## src/rtl/pe_multi_ch.sv

```systemverilog
// pe_multi_ch -- multi-channel processing element.
//
// Each of CH channels owns a KDEPTH-entry filter and an ACCW-bit accumulator.
// One operation streams klen window beats. Every accepted beat multiplies one
// pixel per channel by that channel's filter entry k and accumulates the
// product. Afterwards the channel accumulators are summed, shifted right by
// OSHIFT, reduced to DW bits and presented on a valid/ready output.
//
// Optional feature macro: PE_SAT_OUT_EN
//   defined   -> out_data saturates to 2^DW-1
//   undefined -> out_data is the low DW bits of the shifted sum (wraps)
//
// Ports:
//   clk        sole clock, rising edge
//   rst        asynchronous, active-low reset
//   flt_we     per-channel filter write enable (honoured in IDLE only)
//   flt_addr   filter write address
//   flt_data   filter write data
//   klen       active filter length; 0 or >KDEPTH means KDEPTH
//   start      begin one window computation (honoured in IDLE only)
//   win_valid  window beat valid
//   win_data   one pixel per channel, channel c in [c*DW +: DW]
//   win_ready  beat accepted when high together with win_valid
//   out_valid  result valid
//   out_data   result
//   out_ready  result consumed when high together with out_valid
//   busy       high whenever the FSM is not in IDLE

// Per-channel lane: filter storage plus multiply-accumulate.
module pe_lane #(
  parameter int DW     = 8,
  parameter int KDEPTH = 16,
  parameter int KW     = 4,
  parameter int ACCW   = 20
) (
  input  logic            clk,
  input  logic            rst,
  input  logic            we,
  input  logic [KW-1:0]   waddr,
  input  logic [DW-1:0]   wdata,
  input  logic            clr,
  input  logic            en,
  input  logic [KW-1:0]   k,
  input  logic [DW-1:0]   pix,
  output logic [ACCW-1:0] acc
);
  logic [KDEPTH-1:0][DW-1:0] flt;
  logic [2*DW-1:0]           prod;

  // Operands zero-extended so the product is computed at full 2*DW width.
  assign prod = {{DW{1'b0}}, pix} * {{DW{1'b0}}, flt[k]};

  always_ff @(posedge clk or negedge rst) begin
    if (!rst) begin
      flt <= '0;
      acc <= '0;
    end else begin
      if (we) flt[waddr] <= wdata;
      if (clr)     acc <= '0;
      else if (en) acc <= acc + ACCW'(prod);  // wraps modulo 2^ACCW
    end
  end
endmodule

module pe_multi_ch #(
  parameter int CH     = 4,
  parameter int DW     = 8,
  parameter int KDEPTH = 16,
  parameter int ACCW   = 20,
  parameter int OSHIFT = 4,
  localparam int KW    = $clog2(KDEPTH),
  localparam int TW    = ACCW + $clog2(CH)
) (
  input  logic            clk,
  input  logic            rst,
  input  logic [CH-1:0]   flt_we,
  input  logic [KW-1:0]   flt_addr,
  input  logic [DW-1:0]   flt_data,
  input  logic [KW:0]     klen,
  input  logic            start,
  input  logic            win_valid,
  input  logic [CH*DW-1:0] win_data,
  output logic            win_ready,
  output logic            out_valid,
  output logic [DW-1:0]   out_data,
  input  logic            out_ready,
  output logic            busy
);
  typedef enum logic [1:0] {IDLE, MAC, SUM, OUT} state_t;

  state_t                    state, nxt;
  logic [KW-1:0]             k, last_k, klen_last;
  logic                      clr, en, idle;
  logic [CH-1:0][DW-1:0]     pix;
  logic [CH-1:0][ACCW-1:0]   acc;
  logic [TW-1:0]             total;
  logic [DW-1:0]             res;

  assign idle      = (state == IDLE);
  assign busy      = !idle;
  assign win_ready = (state == MAC);
  assign out_valid = (state == OUT);
  assign pix       = win_data;

  // Store the index of the final beat rather than the length, so the
  // KDEPTH case still fits in KW bits.
  assign klen_last = (klen == '0 || 32'(klen) > KDEPTH) ? KW'(KDEPTH - 1)
                                                         : KW'(klen - 1'b1);

  for (genvar c = 0; c < CH; c++) begin : g_lane
    pe_lane #(.DW(DW), .KDEPTH(KDEPTH), .KW(KW), .ACCW(ACCW)) u_lane (
      .clk   (clk),
      .rst   (rst),
      .we    (flt_we[c] & idle),
      .waddr (flt_addr),
      .wdata (flt_data),
      .clr   (clr),
      .en    (en),
      .k     (k),
      .pix   (pix[c]),
      .acc   (acc[c])
    );
  end

  // Channel sum at ACCW+clog2(CH) bits cannot overflow.
  always_comb begin
    total = '0;
    for (int c = 0; c < CH; c++) total = total + TW'(acc[c]);
  end

`ifdef PE_SAT_OUT_EN
  logic [TW-1:0] shifted;
  assign shifted = total >> OSHIFT;
  assign res = (shifted > TW'({DW{1'b1}})) ? {DW{1'b1}} : shifted[DW-1:0];
`else
  assign res = DW'(total >> OSHIFT);
`endif

  always_comb begin
    nxt = state;
    clr = 1'b0;
    en  = 1'b0;
    case (state)
      IDLE: if (start) begin
        clr = 1'b1;
        nxt = MAC;
      end
      MAC: if (win_valid) begin
        en = 1'b1;
        if (k == last_k) nxt = SUM;
      end
      SUM: nxt = OUT;
      OUT: if (out_ready) nxt = IDLE;
      default: nxt = IDLE;
    endcase
  end

  always_ff @(posedge clk or negedge rst) begin
    if (!rst) begin
      state    <= IDLE;
      k        <= '0;
      last_k   <= '0;
      out_data <= '0;
    end else begin
      state <= nxt;
      if (clr) begin
        k      <= '0;
        last_k <= klen_last;
      end else if (en) begin
        k <= k + 1'b1;
      end
      if (state == SUM) out_data <= res;
    end
  end
endmodule

```

## config.mk

```make
export PLATFORM = sky130hd
export DESIGN_NAME = pe_multi_ch
export DESIGN_NICKNAME = d
export VERILOG_FILES = /design/src/rtl/pe_multi_ch.sv
export SDC_FILE = /design/constraint.sdc
export NUM_CORES = 1
export LEC_CHECK = 0
export ABC_CLOCK_PERIOD_IN_PS = 18800
export CAP_MARGIN = 15
export CORE_UTILIZATION = 55
export DETAILED_ROUTE_END_ITERATION = 8
export DONT_BUFFER_PORTS = 1
export GPL_TIMING_DRIVEN = 0
export PLACE_DENSITY = 0.81
export SYNTH_ARGS = -nofsm -noshare
export SYNTH_HDL_FRONTEND = slang
export SYNTH_HIERARCHICAL = 1
export SYNTH_SLANG_ARGS = --single-unit
```

## constraint.sdc

```tcl
create_clock -name clk -period 18.8 [get_ports clk]
set_input_delay 4.7 -clock clk [delete_from_list [all_inputs] [get_ports clk]]
set_output_delay 4.7 -clock clk [all_outputs]
set_load 0.01 [all_outputs]
```

# ---- Word level (Yosys, flattened, before mapping)
# Index checks and enable logic that the tools add are counted.
dict set report totals {
  ff_bits 610
  inputBits 58
  out_inout_bits 11
  wordCells 142
}
dict set report classes {
  n_addsub 9
  n_mul 4
  magnitude_cmp 4
  n_eq_ne 8
  n_mux 34
  bitwise_logic 4
  n_reduce_logical 7
}
# cell n
set op_table {}
lappend op_table {{$bwmux W128} 4}
lappend op_table {{$mux W20} 8}
lappend op_table {{$bmux W8 S4} 4}
lappend op_table {{$add A20 B16 Y20} 4}
lappend op_table {{$mul A8 B8 Y16} 4}
lappend op_table {{$mux W8} 5}
lappend op_table {{$add A12 B12 Y12} 3}
lappend op_table {{$demux W8 S4} 1}
lappend op_table {{$mux W4} 3}
lappend op_table {{$lt A4 B5 Y1 const B} 2}
lappend op_table {{$mux W2} 4}
lappend op_table {{$pmux W2 S4} 1}
lappend op_table {{$gt A5 B5 Y1 const B} 1}
lappend op_table {{$logic_not A5 Y1} 1}
lappend op_table {{$add A4 B1 Y4 const B} 1}
lappend op_table {{$and A1 B1 Y1} 4}
lappend op_table {{$eq A2 B2 Y1 const B} 2}
lappend op_table {{$eq A4 B4 Y1} 1}
lappend op_table {{$ge A4 B1 Y1 const B} 1}
lappend op_table {{$mux W1} 4}
lappend op_table {{$ne A2 B1 Y1 const B} 2}
lappend op_table {{$ne A2 B2 Y1 const B} 2}
lappend op_table {{$reduce_and A4 Y1} 1}
lappend op_table {{$sub A4 B1 Y4 const B} 1}
lappend op_table {{6 further kinds} 6}

# ---- Logic depth before layout (Yosys ltp)
dict set report logic_depth {
  word_depth 6
  ltp_mapped 21
  depth_no_buf 19
}

# ---- Cells and area by module
# The synthesis kept the hierarchy.
# mod instances cells_each area_each_um2 seq_area_each_um2
set modules_own_cells {}
lappend modules_own_cells {{pe_lane at g_lane[3].u_lane} 1 746 9417.8 3703.6}
lappend modules_own_cells {{pe_lane at g_lane[1].u_lane} 1 759 9416.5 3703.6}
lappend modules_own_cells {{pe_lane at g_lane[2].u_lane} 1 755 9400.3 3703.6}
lappend modules_own_cells {{pe_lane at g_lane[0].u_lane} 1 755 9389.0 3703.6}
lappend modules_own_cells {pe_multi_ch 1 219 1968.1 450.4}

# ---- Least setup slack after synthesis
# OpenSTA, ideal clock, no wires.
dict set report synth_timing {
  path_type {input-to-reg}
  startpoint {input port win_data[11]}
  endpoint {register g_lane[1].u_lane.acc[17]}
  setup_time_ps 131
  t_arrival_ps 8618
  required_time_ps 18669
  slack_ps 10050
  path_stages 16
  n_path_buf 0
  path_cell_list {and2_1 > fa_1 > inv_1 > fa_1 > inv_1 > fa_1 > inv_1 > fa_1 > inv_1 > ha_1 > nand2_1 > o21ba_1 > o31a_1 > a41oi_1 > nor4_1 > or3_1}
}
dict set report synth_between {
  elab_chain_cells 4
}
# item line_no
set synth_rtl {}
lappend synth_rtl {{start: declaration} 82} ;# input logic [CH*DW-1:0] win_data,
lappend synth_rtl {{$mul A8 B8 Y16} 51} ;# assign prod = {{DW{1'b0}}, pix} * {{DW{1'b0}}, flt[k]};
lappend synth_rtl {{$add A20 B16 Y20} 60} ;# else if (en) acc <= acc + ACCW'(prod);
lappend synth_rtl {{$mux W20} 60}
lappend synth_rtl {{$mux W20} 59} ;# if (clr) acc <= '0;
lappend synth_rtl {{end signal: assignment} 60}
lappend synth_rtl {{end: declaration} 45} ;# output logic [ACCW-1:0] acc
# Every way passes these cells. The select of a mux whose other input is x is not followed.
# A chain may end at the register's enable or synchronous reset.

# ---- Worst setup path after layout
dict set report layout_timing {
  startpoint {input port win_data[29]}
  endpoint {register g_lane[3].u_lane.acc[10]}
}
dict set report layout_between {
  elab_chain_cells 4
}
# item line_no
set layout_rtl {}
lappend layout_rtl {{$mul A8 B8 Y16} 51}
lappend layout_rtl {{$add A20 B16 Y20} 60}
lappend layout_rtl {{$mux W20} 60}
lappend layout_rtl {{$mux W20} 59}
lappend layout_rtl {{end signal: assignment} 60}
lappend layout_rtl {{end: declaration} 45}
# Every way passes these cells. The select of a mux whose other input is x is not followed.

==> impl_metrics.tcl <==
set metrics [dict create \
    drc 0 \
    io-pin-count 69 \
    crit_type "input pin to register" \
    die_h_um 255 \
    powerDensity_nw_per_um2 194 \
    drtIter0Drc 1697 \
    nFillCells 4644 \
    via_per_inst 5.89 \
    cts_buffer_depth 3 \
    peakVddDrop_mv 0.146 \
    netlist_area_um2 35200 \
    cts_resized 0 \
    finalMaxSlewViolations 74 \
    setup_viol 0 \
    min_period_ns 7.95 \
    wl_um 81900 \
    fin_nets 3156 \
    arrival_ns 8.49 \
    htreeDepth 2 \
    port_buffers 0 \
    syn_inst 2716 \
    clockRootBuffer "clkbuf_16" \
    wire_per_inst_um 22.3 \
    critPathCaptureType "register" \
    grt_usage 0.266 \
    cts-buffers-inserted 59 \
    worst_pin_slew_ns 1.53 \
    violations "slew limit" \
    fin_worst_skew_ns 0.0211 \
    grt_pass1_vias 23700 \
    cts_setup_buffers 0 \
    core_um2 63200 \
    drv_cap 0 \
    die_area_um2 65100 \
    ant_nets 0 \
    hold_path_class "register to register" \
    hold_violations 0 \
    relSlewSlack -0.0206 \
    syn_to_final_growth_pct 8.97 \
    use_met1 0.354 \
    cts_hold_buf 0 \
    tns_ns 0 \
    row_count 92 \
    grt_util_met3 0.0401 \
    rsz0062_at_grt "no" \
    leakagePower_nw 18.3 \
    layout.area.seq_um2 14500 \
    clock_sinks 578 \
    synth.avg_cell_area_um2 13.0 \
    crit_fanout 7 \
    grt_pass1_wl_um 133000 \
    startpoint_type "input pin" \
    grt_busiest_layer "met2" \
    gp_congestion 0.849 \
    syn-num-nets 3095 \
    multi_input_area_um2 18800 \
    dr.pass1.iters 5 \
    crit_required_ns 19.34 \
    hpwl_um 58400 \
    path_clk_slew_ns 0.06 \
    dieWidth_um 255 \
    grt_use_met2 0.449 \
    drive_above_1_share 0.275 \
    fmax_mhz 126 \
    vias 21600 \
    post-place-ws_ns 10.24 \
    tritoncts "done" \
    finalCritPeriodShare 0.423 \
    ys_warn_count 6 \
    post-route-worst-setup-slack_ns 10.85 \
    antenna_found_initial 3 \
    status "finished with violations" \
    grt_max_degree 579 \
    gr-total-overflow 0 \
    initial_core_util 0.558 \
    clk_latency_ns 0.63 \
]
## worst max-delay path: stages
cell and delay (ns):
and2_1 0.14, fa_1 0.54, inv_1 0.06, fa_1 0.54, inv_1 0.05, fa_1 0.48
inv_1 0.05, fa_1 0.47, inv_1 0.04, ha_1 0.31, and2_1 0.19, a221oi_1 0.34
a21oi_1 0.15, o21ai_0 0.19, nand3b_1 0.10, a21oi_1 0.16
## registers in the layout, summed over array words and instances, names as in the netlist
signal and cells:
last_k 4, g_lane.u_lane/flt 512, state 2, g_lane.u_lane/acc 48, out_data 8, k 4
## through the flow
stage	hold slack (ns)	std cells	util	power, W	area, µm²
floorplan	0.470	2716	-	0.00520	35200
global route	0.515	3672	0.608	0.00809	38400
finish	0.500	3673	0.608	0.00743	38400
global placement	0.479	3562	0.575	0.00593	36300
detailed placement	0.485	3562	0.575	0.00617	36300
CTS	0.499	3671	0.608	0.00747	38400
## cell usage in the layout (no fill, tap or decap), drive strengths merged, types with 5 or more instances in the layout
master	n
a211oi	9
a21o	14
a21oi	32
and2	161
and3	5
buf	38
bufinv	9
clkbuf	161
clkinv	13
dfrtp	578
fa	201
ha	120
inv	379
mux2	515
mux2i	35
mux4	160
nand2	112
nand2b	19
nand3	10
nand3b	20
nand4	6
nor2	107
nor2b	5
nor3	7
nor3b	5
o21a	6
o21ai	14
or3	12
xnor2	19
xor2	14
## final cells by class
type / count / area share
Multi-Input combinational cell: 1643 / 0.489
Sequential cell: 578 / 0.377
Clock buffer: 80 / 0.0434
Inverter: 376 / 0.0367
Tap cell: 846 / 0.0276
Buffer: 119 / 0.0157
Clock inverter: 29 / 0.0112
Antenna cell: 2 / 0.000130
## final timing paths
| path | startpoint | to | slack (ns) | depth (start not counted) |
|---|---|---|---|---|
| setup / recovery | win_data[29] | g_lane[3].u_lane/acc[10] | 10.85 | 16 |
| max in group asynchronous | rst | g_lane[2].u_lane/acc[1] | 13.80 | 0 |
| min in group asynchronous | rst | g_lane[0].u_lane/flt[53] | 3.79 | 0 |
| hold / removal | g_lane[3].u_lane/flt[9] | g_lane[3].u_lane/flt[9] | 0.50 | 1 |
| setup reg to reg | k[2] | g_lane[2].u_lane/acc[11] | 12.08 | 19 |
| hold reg to reg | g_lane[3].u_lane/flt[9] | g_lane[3].u_lane/flt[9] | 0.50 | 1 |
## report_power, final
part | switching, W | leakage [nW] | internal (W)
logic | 0.00216 | 9.64 | 0.00196
registers | 0.000304 | 7.65 | 0.00176
clock network | 0.000511 | 1.02 | 0.000748
total | 0.00297 | 18.3 | 0.00446
## metal layers
metal / share of wire / vias to the layer above
li1: - / 9317
met1: 0.41 / 11500
met2: 0.50 / 634
met3: 0.056 / 158
met4: 0.033 / 0
met5: 0 / -
Note: power is estimated with default switching activity, not from simulation.
